[src/rtl/alu_arbiter.sv]
// rtl/alu_arbiter.sv - two-port round-robin arbiter sharing one external combinational ALU
//
// Purpose:
//   Time-shares a single external combinational ALU between two requesters.
//   One operation is accepted per cycle through a valid/ready handshake.
//   The accepted operation is registered into S1, which drives the ALU. The
//   ALU result is registered into S2, which produces a one-cycle response
//   pulse on the port that issued the operation, with its tag echoed back.
//
// Ports:
//   clk, rst_n                  clock, synchronous active-low reset
//   req{0,1}_valid/ready        request handshake per port
//   req{0,1}_ctl/a/b/tag        ALU opcode, operands and requester tag
//   rsp{0,1}_valid              one-cycle result pulse, no backpressure
//   rsp{0,1}_out/zero/err/tag   result, zero flag, illegal-op flag, tag
//   alu_ctl/alu_a/alu_b         to the external ALU
//   alu_out/alu_zero            from the external ALU

module alu_arbiter #(
  parameter int TAG_W = 4
) (
  input  logic             clk,
  input  logic             rst_n,

  input  logic             req0_valid,
  output logic             req0_ready,
  input  logic [3:0]       req0_ctl,
  input  logic [31:0]      req0_a,
  input  logic [31:0]      req0_b,
  input  logic [TAG_W-1:0] req0_tag,

  input  logic             req1_valid,
  output logic             req1_ready,
  input  logic [3:0]       req1_ctl,
  input  logic [31:0]      req1_a,
  input  logic [31:0]      req1_b,
  input  logic [TAG_W-1:0] req1_tag,

  output logic             rsp0_valid,
  output logic [31:0]      rsp0_out,
  output logic             rsp0_zero,
  output logic             rsp0_err,
  output logic [TAG_W-1:0] rsp0_tag,

  output logic             rsp1_valid,
  output logic [31:0]      rsp1_out,
  output logic             rsp1_zero,
  output logic             rsp1_err,
  output logic [TAG_W-1:0] rsp1_tag,

  output logic [3:0]       alu_ctl,
  output logic [31:0]      alu_a,
  output logic [31:0]      alu_b,
  input  logic [31:0]      alu_out,
  input  logic             alu_zero
);

  // Opcodes the ALU implements; anything else is answered with err=1.
  localparam logic [3:0] OP_AND = 4'd0;
  localparam logic [3:0] OP_OR  = 4'd1;
  localparam logic [3:0] OP_ADD = 4'd2;
  localparam logic [3:0] OP_SUB = 4'd6;
  localparam logic [3:0] OP_SLT = 4'd7;

  // Port that won the most recent accept; reset to 1 so port 0 wins the
  // first contention.
  logic             last;

  logic             grant0;
  logic             grant1;
  logic             accept;

  logic [3:0]       sel_ctl;
  logic [31:0]      sel_a;
  logic [31:0]      sel_b;
  logic [TAG_W-1:0] sel_tag;

  logic             s1_valid;
  logic             s1_port;
  logic [3:0]       s1_ctl;
  logic [31:0]      s1_a;
  logic [31:0]      s1_b;
  logic [TAG_W-1:0] s1_tag;
  logic             s1_legal;

  logic             s2_valid;
  logic             s2_port;
  logic [31:0]      s2_out;
  logic             s2_zero;
  logic             s2_err;
  logic [TAG_W-1:0] s2_tag;

  // Arbitration: a lone requester always wins; under contention the port
  // that did not win last time is granted. Grants are mutually exclusive
  // by construction and suppressed entirely while reset is asserted.
  always_comb begin
    grant0 = 1'b0;
    grant1 = 1'b0;
    if (rst_n) begin
      if (req0_valid && (!req1_valid || last)) begin
        grant0 = 1'b1;
      end else if (req1_valid && (!req0_valid || !last)) begin
        grant1 = 1'b1;
      end
    end
  end

  assign accept     = grant0 | grant1;
  assign req0_ready = grant0;
  assign req1_ready = grant1;

  // Request mux feeding S1.
  always_comb begin
    sel_ctl = req0_ctl;
    sel_a   = req0_a;
    sel_b   = req0_b;
    sel_tag = req0_tag;
    if (grant1) begin
      sel_ctl = req1_ctl;
      sel_a   = req1_a;
      sel_b   = req1_b;
      sel_tag = req1_tag;
    end
  end

  always_ff @(posedge clk) begin
    if (!rst_n) begin
      last <= 1'b1;
    end else if (accept) begin
      last <= grant1;
    end
  end

  // S1: data registers only load on accept, so the ALU inputs stay quiet
  // between operations.
  always_ff @(posedge clk) begin
    if (!rst_n) begin
      s1_valid <= 1'b0;
      s1_port  <= 1'b0;
      s1_ctl   <= '0;
      s1_a     <= '0;
      s1_b     <= '0;
      s1_tag   <= '0;
    end else begin
      s1_valid <= accept;
      if (accept) begin
        s1_port <= grant1;
        s1_ctl  <= sel_ctl;
        s1_a    <= sel_a;
        s1_b    <= sel_b;
        s1_tag  <= sel_tag;
      end
    end
  end

  assign alu_ctl = s1_ctl;
  assign alu_a   = s1_a;
  assign alu_b   = s1_b;

  always_comb begin
    s1_legal = 1'b0;
    case (s1_ctl)
      OP_AND, OP_OR, OP_ADD, OP_SUB, OP_SLT: s1_legal = 1'b1;
      default:                               s1_legal = 1'b0;
    endcase
  end

  // S2: captures the ALU result every cycle. Illegal ops still flow through
  // so the requester gets an answer, but with result and zero flag cleared.
  always_ff @(posedge clk) begin
    if (!rst_n) begin
      s2_valid <= 1'b0;
      s2_port  <= 1'b0;
      s2_out   <= '0;
      s2_zero  <= 1'b0;
      s2_err   <= 1'b0;
      s2_tag   <= '0;
    end else begin
      s2_valid <= s1_valid;
      s2_port  <= s1_port;
      s2_tag   <= s1_tag;
      s2_err   <= !s1_legal;
      s2_out   <= s1_legal ? alu_out : 32'd0;
      s2_zero  <= s1_legal ? alu_zero : 1'b0;
    end
  end

  // Response routing: data buses are shared, only the valid is steered.
  assign rsp0_valid = s2_valid & (s2_port == 1'b0);
  assign rsp1_valid = s2_valid & (s2_port == 1'b1);

  assign rsp0_out  = s2_out;
  assign rsp0_zero = s2_zero;
  assign rsp0_err  = s2_err;
  assign rsp0_tag  = s2_tag;

  assign rsp1_out  = s2_out;
  assign rsp1_zero = s2_zero;
  assign rsp1_err  = s2_err;
  assign rsp1_tag  = s2_tag;

endmodule

[config.mk]
export PLATFORM = sky130hd
export DESIGN_NAME = alu_arbiter
export DESIGN_NICKNAME = d
export VERILOG_FILES = /design/src/rtl/alu_arbiter.sv
export SDC_FILE = /design/constraint.sdc
export NUM_CORES = 1
export LEC_CHECK = 0
export CAP_MARGIN = 20
export CORE_AREA = 2 2 128 130
export CTS_CLUSTER_DIAMETER = 120
export DETAILED_ROUTE_END_ITERATION = 10
export DIE_AREA = 0 0 130 132
export GPL_TIMING_DRIVEN = 0
export PLACE_DENSITY = 0.82
export SLEW_MARGIN = 20
export SYNTH_ARGS = -nofsm -noshare
export SYNTH_HDL_FRONTEND = slang
export SYNTH_SLANG_ARGS = --single-unit
[constraint.sdc]
create_clock -name clk -period 1.45 [get_ports clk]
set_input_delay 0.2175 -clock clk [delete_from_list [all_inputs] [get_ports clk]]
set_output_delay 0.2175 -clock clk [all_outputs]
set_load 0.01 [all_outputs]
==> run metrics, run 1 <==
outcome=complete, no violations; initial antenna violation count=0; setup violators final=0; Max Freq=0.693 GHz; count of cell types in the netlist=28; Yosys top cell area share=46.7%; crit-path leading delay family=simple AND/OR/NAND/NOR gates; RSZ-0062 raised after global routing=true; Yosys reg bits=115; post-synthesis sequential area ratio=46.7%; Post-synth EDFFs=0; Peak VDD IR=0.753 mV; Nets=1089; die area=17200 um2; Critical path buffers and inverters=1; crit-path max FO=3; critical path's slowest cell=dfxtp_2; initial core utilization=31.4%; Mean Syn Cell Area=8.84 um2; share of layout cells above drive strength 1=15.7%; via count=5569; Via density=4.90; Final Cycle Share=99.5%; Min Hold Slack=0.359 ns; Worst-Margin Slew=0.579 ns; fillers=1493; Synth Net Count=738; routed length per instance=17.8 um; crit-path max cell delay=0.34 ns; post-DP HPWL=15300 um; # diodes=0; Core Area=15700 um2; io pins=329; reg2reg path depth=5; RePlAce Congestion=0.832; Yosys warning count=0; first-pass GRT wire length=30500 um; critical path depth=3; crit start category=register; Num Clock Sinks=115; Worst Hold Path Cells=3; Final Hold Viols=0; post-synth top area cell=dfxtp_1; First-pass DRT Iterations=4; Cell Rows=46; Die Y=132 um; Clock Skew=0.0102 ns; number of global-route vias before repair=5773; final antenna-violating net count=0; Setup crit end kind=output pin; Req. time, crit path=1.23 ns; final instance area=9040 um2; CTS root buf=clkbuf_16; largest net degree at the start of global routing=17; Die W=130 um; Leakage=3.96 nW; arrival time at the worst endpoint=1.22 ns; final WL=20300 um; pwr/cell area=1130 nW/um2; CTS tree=done; worst hold path class=in2reg; top post-synthesis cells by area=dfxtp_1, o211ai_1, nand4_1; H-tree levels=4; crit path time final=1.44 ns; GRT Overall Usage=23.1%; synthesized area=4930 um2; slew margin rel.=61.4%; ys flop type=dfxtp_1; Longest Clk Path Bufs=2; placed cell area=8480 um2; latest clock arrival within the worst-skew pair=0.41 ns; Iter 0 DRT Violations=214; Port-buffer cells=328; Hold-fix buffers, CTS=0; # DRC=0; Post-synth ARST share=0%; max-slew violations=0; CP Class=reg2out; Num CTS Buffers=17; grt ovf=0; CTS clk-pin slew, worst paths=0.06 ns; CP Cell Sequence=nand2b_1 -> and3_1 -> buf_2; area grow syn2layout=83.6%; Max Cap Violations=0; Mapped Cells=557
[metal layers]
| metal | wire (um) | global-route usage, % | share of wire (%) |
|---|---|---|---|
| met4 | 687 | 10.4 | 3.4 |
| met3 | 1810 | 8.24 | 8.9 |
| met2 | 10200 | 41.1 | 50 |
| met5 | 0 | 0 | 0 |
| met1 | 7560 | 24.1 | 37 |
[synthesized netlist by cell type, drive strengths merged, types with 4 or more instances]
master / count
dfxtp: 115
nand2: 69
nand3: 69
nand4: 68
o211ai: 68
buf: 67
and2: 42
clkbuf: 29
o21ai: 5
a211oi: 4
a311oi: 4
inv: 4
[layout by cell type, fill, tap and decap left out, types with 9 or more instances in the layout]
master | synthesis | final
nand2_1 | 68 | 68
dfxtp_2 | 0 | 10
clkbuf_1 | 29 | 20
and2_2 | 17 | 17
clkbuf_16 | 0 | 17
dlygate4sd2_1 | 0 | 146
nand3_1 | 69 | 69
and2_1 | 25 | 25
buf_2 | 13 | 13
nand4_1 | 68 | 68
buf_6 | 8 | 9
clkdlybuf4s50_1 | 0 | 177
dfxtp_1 | 115 | 105
buf_4 | 38 | 44
o211ai_1 | 68 | 68
[worst register-to-register path, delay by kind of cell (launching register included)]
kind / cells / cell delay, ns
AND/OR/NAND/NOR: 3 / 0.63
buffers and inverters: 2 / 0.34
flip-flops: 1 / 0.35
[final cells by class]
cell class              count  area [um2]  share of cell area [%]
repair buffers            334        3140                    34.7
flip-flops and latches    115        2310                    25.6
multi-input cells         342        2060                    22.8
plain buffers              94         589                    6.52
clock buffers              20         457                    5.05
well taps                 216         270                    2.99
clock inverters            12         203                    2.24
inverters                   4        15.0                   0.166
[flip-flops by register name, summed over array words and instances (netlist names)]
| register | flops |
|---|---|
| alu_a | 32 |
| alu_b | 32 |
| alu_ctl | 4 |
| last | 1 |
| rsp0_err | 1 |
| rsp0_out | 32 |
| rsp0_tag | 4 |
| rsp0_zero | 1 |
| s1_port | 1 |
| s1_tag | 4 |
| s1_valid | 1 |
| s2_port | 1 |
| s2_valid | 1 |
[metrics by stage]
| step | power [mW] | worst slack [ns] | util, % | setup TNS (ns) | std cells |
|---|---|---|---|---|---|
| final | 10.2 | 0.00797 | 57.5 | 0 | 1137 |
| after global routing | 10.6 | -0.0515 | 57.5 | -0.0515 | 1137 |
| after CTS | 10.3 | -0.0156 | 57.4 | -0.0295 | 1136 |
| after detailed placement | 5.80 | -1.07 | 54.0 | -63.94 | 1101 |
| after global placement | 5.77 | -1.04 | 54.0 | -59.24 | 1101 |
| after floorplan | 4.42 | 0.0804 | - | 0 | 557 |
[logic make-up after synthesis]
logic type	after synthesis	share of synthesized area [%]
buffers and inverters	100	12.1
and+or+nand+nor	260	28.7
AOI/OAI and AO/OA	82	12.5
DFF	115	46.7
[timing repair]
| item | 4_1_cts | 5_1_grt |
|---|---|---|
| resized for setup | 184 | 21 |
| setup endpoints to repair | 250 | 63 |
| pin swaps | 2 | 1 |
| setup buffers | 4 | 2 |
| endpoints found under the hold margin | 0 | 0 |
[where the power goes]
group	switching, mW	internal, mW	leakage [nW]
Combinational	0.847	1.09	2.69
Sequential	0.144	3.44	0.958
Clock	1.53	3.15	0.309
Total	2.53	7.68	3.96
[final timing paths]
kind / start / slack, ns / end
setup / recovery: last / 0.008 / req0_ready
hold / removal: req1_tag[3] / 0.36 / s1_tag[3]
setup reg to reg: alu_ctl[1] / 0.07 / rsp0_out[18]
hold reg to reg: s1_valid / 0.45 / s2_valid
Note: power is estimated with default switching activity, not from simulation.
==> run 2: changes to the inputs <==
--- a/config.mk
+++ b/config.mk
@@ -5,7 +5,7 @@
 export SDC_FILE = /design/constraint.sdc
 export NUM_CORES = 1
 export LEC_CHECK = 0
-export CAP_MARGIN = 20
+export CAP_MARGIN = 30
 export CORE_AREA = 2 2 128 130
 export CTS_CLUSTER_DIAMETER = 120
 export DETAILED_ROUTE_END_ITERATION = 10
==> results of run 2 <==
The final DEF is identical to that of run 1; final timing and power are the same.
==> run 3: changes to the inputs <==
--- a/config.mk
+++ b/config.mk
@@ -5,7 +5,7 @@
 export SDC_FILE = /design/constraint.sdc
 export NUM_CORES = 1
 export LEC_CHECK = 0
-export CAP_MARGIN = 30
+export CAP_MARGIN = 20
 export CORE_AREA = 2 2 128 130
 export CTS_CLUSTER_DIAMETER = 120
 export DETAILED_ROUTE_END_ITERATION = 10
==> results of run 3 <==
The final DEF is identical to that of run 1; final timing and power are the same.
